<file path="config.mk">
export PLATFORM = sky130hd
export DESIGN_NAME = shake256_absorb_ctrl
export DESIGN_NICKNAME = d
export VERILOG_FILES = /design/src/rtl/shake256_absorb_ctrl.sv
export SDC_FILE = /design/constraint.sdc
export NUM_CORES = 1
export LEC_CHECK = 0
export BUFFER_PORTS_ARGS = -buffer_cell sky130_fd_sc_hd__buf_2
export CAP_MARGIN = 10
export CORE_MARGIN = 4
export CORE_UTILIZATION = 52
export CTS_BUF_LIST = sky130_fd_sc_hd__clkbuf_4
export DETAILED_ROUTE_END_ITERATION = 16
export PLACE_DENSITY = 0.81
export SLEW_MARGIN = 10
export SYNTH_ARGS = -nofsm -noshare
export SYNTH_HDL_FRONTEND = slang
export SYNTH_SLANG_ARGS = --single-unit
export TNS_END_PERCENT = 100
</file>
<file path="constraint.sdc">
create_clock -name clk -period 2.05 [get_ports clk]
set_input_delay 0.205 -clock clk [delete_from_list [all_inputs] [get_ports clk]]
set_output_delay 0.205 -clock clk [all_outputs]
set_load 0.005 [all_outputs]
</file>
<file path="src/rtl/shake256_absorb_ctrl.sv">
// SHAKE256 absorb controller: serial bits -> 64-bit lanes, pad10*1 + 1111 suffix.
// Define SHAKE_LEN_CNT_EN to build the accepted-message-bit counter on msg_bits.
module shake256_absorb_ctrl #(
   parameter int RATE_LANES = 17,
   parameter int LEN_W      = 32
) (
   input  logic             clk,
   input  logic             rst_n,
   input  logic             in_valid,
   input  logic             in_bit,
   input  logic             in_last,
   output logic             in_ready,
   output logic             lane_we,
   output logic [4:0]       lane_idx,
   output logic [63:0]      lane_data,
   output logic             perm_start,
   input  logic             perm_done,
   output logic             absorb_done,
   output logic [LEN_W-1:0] msg_bits
);

   localparam int POS_W = $clog2(RATE_LANES * 64);
   localparam logic [POS_W-1:0] LAST_POS = POS_W'(RATE_LANES * 64 - 1);

   typedef enum logic [2:0] {ABSORB, PAD, FLUSH, PERM_WAIT, DONE} state_t;

   state_t           state_q, state_d;
   state_t           ret_q, ret_d;
   logic [POS_W-1:0] bit_pos_q, bit_pos_d;
   logic [2:0]       k_q, k_d;
   logic [63:0]      sr_q, sr_d;
   logic             in_ready_q, in_ready_d;
   logic             lane_we_q, lane_we_d;
   logic [4:0]       lane_idx_q, lane_idx_d;
   logic [63:0]      lane_data_q, lane_data_d;
   logic             perm_start_q, perm_start_d;
   logic             absorb_done_q, absorb_done_d;
   logic             accept, at_last, wr_en, wr_bit;

   assign accept  = in_valid && in_ready_q && (state_q == ABSORB);
   assign at_last = (bit_pos_q == LAST_POS);

   always_comb begin
      state_d       = state_q;
      ret_d         = ret_q;
      bit_pos_d     = bit_pos_q;
      k_d           = k_q;
      sr_d          = sr_q;
      lane_we_d     = 1'b0;
      lane_idx_d    = lane_idx_q;
      lane_data_d   = lane_data_q;
      perm_start_d  = 1'b0;
      absorb_done_d = 1'b0;
      wr_en         = 1'b0;
      wr_bit        = 1'b0;
      unique case (state_q)
         ABSORB: begin
            if (accept) begin
               wr_en  = 1'b1;
               wr_bit = in_bit;
               if (in_last) k_d = 3'd0;
               if (at_last) begin
                  state_d = FLUSH;
                  ret_d   = in_last ? PAD : ABSORB;
               end else if (in_last) begin
                  state_d = PAD;
               end
            end
         end
         PAD: begin
            // four suffix ones plus the leading pad one, then zeros to the final one
            wr_en  = 1'b1;
            wr_bit = (k_q < 3'd5) || at_last;
            k_d    = (k_q < 3'd5) ? k_q + 3'd1 : k_q;
            if (at_last) begin
               state_d = FLUSH;
               ret_d   = (k_q < 3'd5) ? PAD : DONE;
            end
         end
         FLUSH: begin
            perm_start_d = 1'b1;
            state_d      = PERM_WAIT;
         end
         PERM_WAIT: begin
            if (perm_done) begin
               bit_pos_d     = '0;
               state_d       = ret_q;
               absorb_done_d = (ret_q == DONE);
            end
         end
         DONE: begin
            state_d   = ABSORB;
            bit_pos_d = '0;
         end
         default: state_d = ABSORB;
      endcase
      if (wr_en) begin
         sr_d[bit_pos_q[5:0]] = wr_bit;
         bit_pos_d = bit_pos_q + 1'b1;
         if (&bit_pos_q[5:0]) begin
            lane_we_d   = 1'b1;
            lane_idx_d  = 5'(bit_pos_q >> 6);
            lane_data_d = sr_d;
            sr_d        = '0;
         end
      end
      in_ready_d = (state_d == ABSORB);
   end

   always_ff @(posedge clk) begin
      if (!rst_n) begin
         state_q       <= ABSORB;
         ret_q         <= ABSORB;
         bit_pos_q     <= '0;
         k_q           <= '0;
         sr_q          <= '0;
         in_ready_q    <= 1'b0;
         lane_we_q     <= 1'b0;
         lane_idx_q    <= '0;
         lane_data_q   <= '0;
         perm_start_q  <= 1'b0;
         absorb_done_q <= 1'b0;
      end else begin
         state_q       <= state_d;
         ret_q         <= ret_d;
         bit_pos_q     <= bit_pos_d;
         k_q           <= k_d;
         sr_q          <= sr_d;
         in_ready_q    <= in_ready_d;
         lane_we_q     <= lane_we_d;
         lane_idx_q    <= lane_idx_d;
         lane_data_q   <= lane_data_d;
         perm_start_q  <= perm_start_d;
         absorb_done_q <= absorb_done_d;
      end
   end

   assign in_ready    = in_ready_q;
   assign lane_we     = lane_we_q;
   assign lane_idx    = lane_idx_q;
   assign lane_data   = lane_data_q;
   assign perm_start  = perm_start_q;
   assign absorb_done = absorb_done_q;

`ifdef SHAKE_LEN_CNT_EN
   logic [LEN_W-1:0] msg_bits_q, msg_bits_d;

   always_comb begin
      msg_bits_d = msg_bits_q;
      if (accept) msg_bits_d = msg_bits_q + 1'b1;
      if (state_q == DONE) msg_bits_d = '0;
   end

   always_ff @(posedge clk) begin
      if (!rst_n) msg_bits_q <= '0;
      else        msg_bits_q <= msg_bits_d;
   end

   assign msg_bits = msg_bits_q;
`else
   assign msg_bits = '0;
`endif

endmodule

</file>
Word level (Yosys, flattened, before mapping). Index checks and enable logic that the tools add are counted.

Bits in registers: 157. Output and inout port bits: 105. Logic and storage cells: 72.

Add/subtract/negate cells: 2. $lt $le $gt $ge: 3. Eq/ne operators: 12. Muxes and demuxes: 29. Reductions and logical operators: 15.

Operator list (number): bitwise mux 64 bit (1); 2-to-1 mux 64 bit (1); 2-to-1 mux 3 bit (12); 2-to-1 mux 11 bit (2); one-hot mux 11 bit (2 select lines) (1); one-hot mux 3 bit (2 select lines) (2); one-hot mux 3 bit (4 select lines) (1); adder 11 x 1 -> 11 bit, second input constant (1); == test 11 bit, second input constant (1); != test 2 bit, second input constant (5); AND reduction 4 bit (2); < comparator 6 x 7 -> 1 bit, second input constant (1); AND reduction 7 bit (1); demux 1 bit (select 6 bit) (1); == test 3 x 2 -> 1 bit, second input constant (2); == test 3 bit, second input constant (2); >= comparator 6 x 1 -> 1 bit, second input constant (1); logical NOT 3 bit (2); 2-to-1 mux 1 bit (6); AND reduction 6 bit (1); one-hot mux 1 bit (2 select lines) (2); AND reduction 2 bit (2); adder 3 x 1 -> 3 bit, second input constant (1); == test 3 x 1 -> 1 bit, second input constant (1); 7 further kinds (9).

Logic depth before layout (Yosys ltp).
Word-level depth: 6. Gate-level depth with buffers: 8. Depth with buffers taken out: 6.

Least setup slack after synthesis. OpenSTA, ideal clock, no wires.

Kind: register to register. Start: register bit_pos_q[6]. End: register sr_q[33]. Library setup time: 73 ps. Data arrival time: 1700 ps. Path slack: 277 ps. Cell stages (with the launch flop): 8. Path buffers: 2. Clock period less this slack: 1773 ps. Path through: dfxtp_1 nand2b_4 or4_4 o31ai_2 nand3_2 buf_6 buf_6 o22ai_2.

Cells in the longest elaborated chain, start to end: 5.

RTL lines: start: declaration (RTL line 29) `logic [POS_W-1:0] bit_pos_q, bit_pos_d;`; start signal: assignment (RTL line 126) `bit_pos_q <= bit_pos_d;`; == test 11 bit (RTL line 41) `assign at_last = (bit_pos_q == LAST_POS);`; logical OR 1 bit (RTL line 73) `wr_bit = (k_q < 3'd5) || at_last;`; one-hot mux 1 bit (2 select lines) (RTL line 56) `unique case (state_q)`; bitwise mux 64 bit (RTL line 98) `sr_d[bit_pos_q[5:0]] = wr_bit;`; 2-to-1 mux 64 bit (RTL line 100) `if (&bit_pos_q[5:0]) begin`; end signal: assignment (RTL line 128) `sr_q <= sr_d;`; end: declaration (RTL line 31) `logic [63:0] sr_q, sr_d;`.

No other way between the ends. A chain may end at the register's enable or synchronous reset.

Worst setup path after layout.
Start: register bit_pos_q[0]. End: register ret_q[2].

Cells in the longest elaborated chain, start to end: 3. Elaborated cells on any way between the ends: 4.

RTL lines: == test 11 bit (*) (RTL line 41); != test 2 bit (no source line); AND reduction 4 bit (no source line) (*); end signal: assignment (RTL line 125) `ret_q <= ret_d;`; end: declaration (RTL line 28) `state_t ret_q, ret_d;`.

Mark *: on every way between the ends. The rest lies on a longest branch, timed or not.

==> results.json <==
{
  "nets": 934,
  "final_cell_area_um2": 7710,
  "start_util_pct": 53.4,
  "period_needed_ps": 1890,
  "async_flop_share_pct": 0,
  "clk_latency_ps": 580,
  "wl_mm": 16.7,
  "worstRegToRegCells": 6,
  "yosys_warnings": 0,
  "slowest_delay_ps": 530,
  "ir_drop_uv": 347,
  "path_clk_slew_ps": 130,
  "leakagePower_uw": 0.00288,
  "drcViolationCount": 0,
  "antenna_cells": 0,
  "cp_max_fo": 19,
  "clock-sinks": 156,
  "synth_edf_count": 0,
  "critPathArrivalTime_ps": 2390,
  "track_usage_pct": 22.8,
  "viasPerCell": 5.53,
  "cts_tree": "done",
  "cts_root_buffer": "clkbuf_4",
  "fin_skew_ps": 21.5,
  "p_per_area_nw_per_um2": 683,
  "avgRoutedWirePerCell_um": 15.0,
  "worstHoldPathCells": 3,
  "finalSetupViolations": 0,
  "grt_max_degree": 53,
  "area_growth_pct": 14.1,
  "antenna_found_initial": 0,
  "end_kind": "register",
  "ant_nets": 0,
  "start_kind": "register",
  "cp_cell_sequence": "ha_1 > and3_1 > nand3_2 > buf_4 > or4_1 > a21oi_1",
  "netlist_instances": 845,
  "power_uw": 5270,
  "synthDistinctLibCells": 51,
  "fmax_mhz": 529,
  "clk_path_buf_depth": 2,
  "drv_slew": 0,
  "status": "complete, no violations",
  "rows": 41,
  "fp.dieW_um": 122,
  "rsz0062_at_grt": "no",
  "die_area_um2": 14900,
  "htreeDepth": 4,
  "gp_congestion": 0.886,
  "dpl_cell_area_um2": 7400,
  "drt_first_pass_iters": 7,
  "syn_area_per_cell_um2": 8.00,
  "final_common_cell": "nand2_1",
  "core-area_um2": 12700,
  "post-dp-hpwl_mm": 10.8,
  "crit_path_top_delay_cell": "or4_1",
  "hold_violations": 0,
  "netlist_area_um2": 6760,
  "gr-total-overflow": 0,
  "max_cap_viol_count": 0,
  "setup_tns_ps": 0,
  "hold_class": "input port to register",
  "drt_iter0_drc": 558,
  "worst_pin_slew_ps": 528,
  "ys.flop_type": "dfxtp_1",
  "fin_crit_sh_pct": 92.1,
  "drive_gt1_share_pct": 20.3,
  "grt_pass1_wl_mm": 27.2,
  "ys_seq_area_share_pct": 46.2,
  "routed-via-count": 6138,
  "setup.worst_path.class": "register to register",
  "final_cell_mix": "nand2_1, dfxtp_1, a21oi_1",
  "ioPinCount": 111,
  "slew_headroom_pct": 64.8,
  "die_h_um": 122,
  "cp_data_required_time_ps": 2550,
  "ys_ff_latch": 156,
  "first_global_vias": 5586,
  "io_buffers": 78,
  "numCtsBuffers": 17
}
-- synth_stat cells, types with 5 or more instances --
cell	n	area (um^2)
and3_1	8	50.1
o21ai_0	9	45.0
dfxtp_1	156	3120
buf_4	32	240
buf_2	13	65.1
nor2_1	25	93.8
nand3_1	72	360
o22ai_1	37	231
nand2_1	207	777
a22oi_1	5	37.5
clkbuf_1	45	169
nor3b_1	5	37.5
o22ai_2	20	250
a21oi_1	133	666
and2_1	6	37.5
-- cells by family after synthesis --
kind of cell / synth area share, %
AO/OA/AOI/OAI: 20.2
XOR/XNOR: 0.648
adder cells (fa/ha/maj): 0.370
buffers and inverters: 7.85
flip-flops: 46.2
multiplexers: 0.814
other: 0.0555
AND/OR/NAND/NOR: 23.9
-- path summary, 6_finish.rpt --
| check | start | end | slack (ps) |
|---|---|---|---|
| min reg2reg | ret_q[0]$_SDFFE_PN0P_ | absorb_done$_SDFF_PN0_ | 450 |
| min | perm_done | in_ready$_SDFF_PN0_ | 60 |
| max | bit_pos_q[0]$_SDFFE_PN0P_ | ret_q[2]$_SDFFE_PN0P_ | 160 |
| max reg2reg | bit_pos_q[0]$_SDFFE_PN0P_ | ret_q[2]$_SDFFE_PN0P_ | 160 |
-- repair_timing --
action                                 CTS  global route
setup buffers                            0             0
hold buffers                             2             0
setup endpoints to repair                0             1
resized for setup                        0             1
endpoints found under the hold margin    4             0
-- per-layer routing --
metal,global-route usage [%],part of all wire (%)
met5,0,0
met4,8.54,1.6
met3,5.66,7.0
met2,36.7,47
met1,29.6,45
-- worst max-delay path, delay by kind of cell (launching register included) --
kind / cells / cell delay [ps]
DFF: 1 / 360
adders and majority gates: 1 / 170
AOI/OAI and AO/OA: 1 / 170
buffers and inverters: 1 / 230
and+or+nand+nor: 3 / 890
-- cell type report --
cell class,instances,area [um^2]
fill,1194,4960
multi-input combinational,621,3240
sequential,156,3120
timing repair buffer,128,837
tap,172,215
clock inverter,12,149
clock buffer,19,143
inverter,2,7.51
-- per-stage QoR --
stage | util (%) | hold WS [ps] | setup WS, ps | std cells
floorplan | - | 408 | 277 | 876
global placement | 58.4 | 427 | 215 | 1077
detailed placement | 58.4 | 429 | 160 | 1077
CTS | 60.8 | 13.1 | 133 | 1110
global route | 60.9 | 53.8 | 26.2 | 1110
finish | 60.9 | 57.1 | 161 | 1110
-- sequential cells by signal, summed over array words and instances, names as in the netlist --
register     count
in_ready         1
sr_q            64
lane_data       64
absorb_done      1
bit_pos_q       11
ret_q            2
lane_idx         5
state_q          3
lane_we          1
perm_start       1
k_q              3
-- where the power goes --
group / internal [uW] / switching (uW)
combinational: 75.0 / 202
clock: 856 / 1090
sequential: 3040 / 6.66
(Power assumes the default switching activity.)
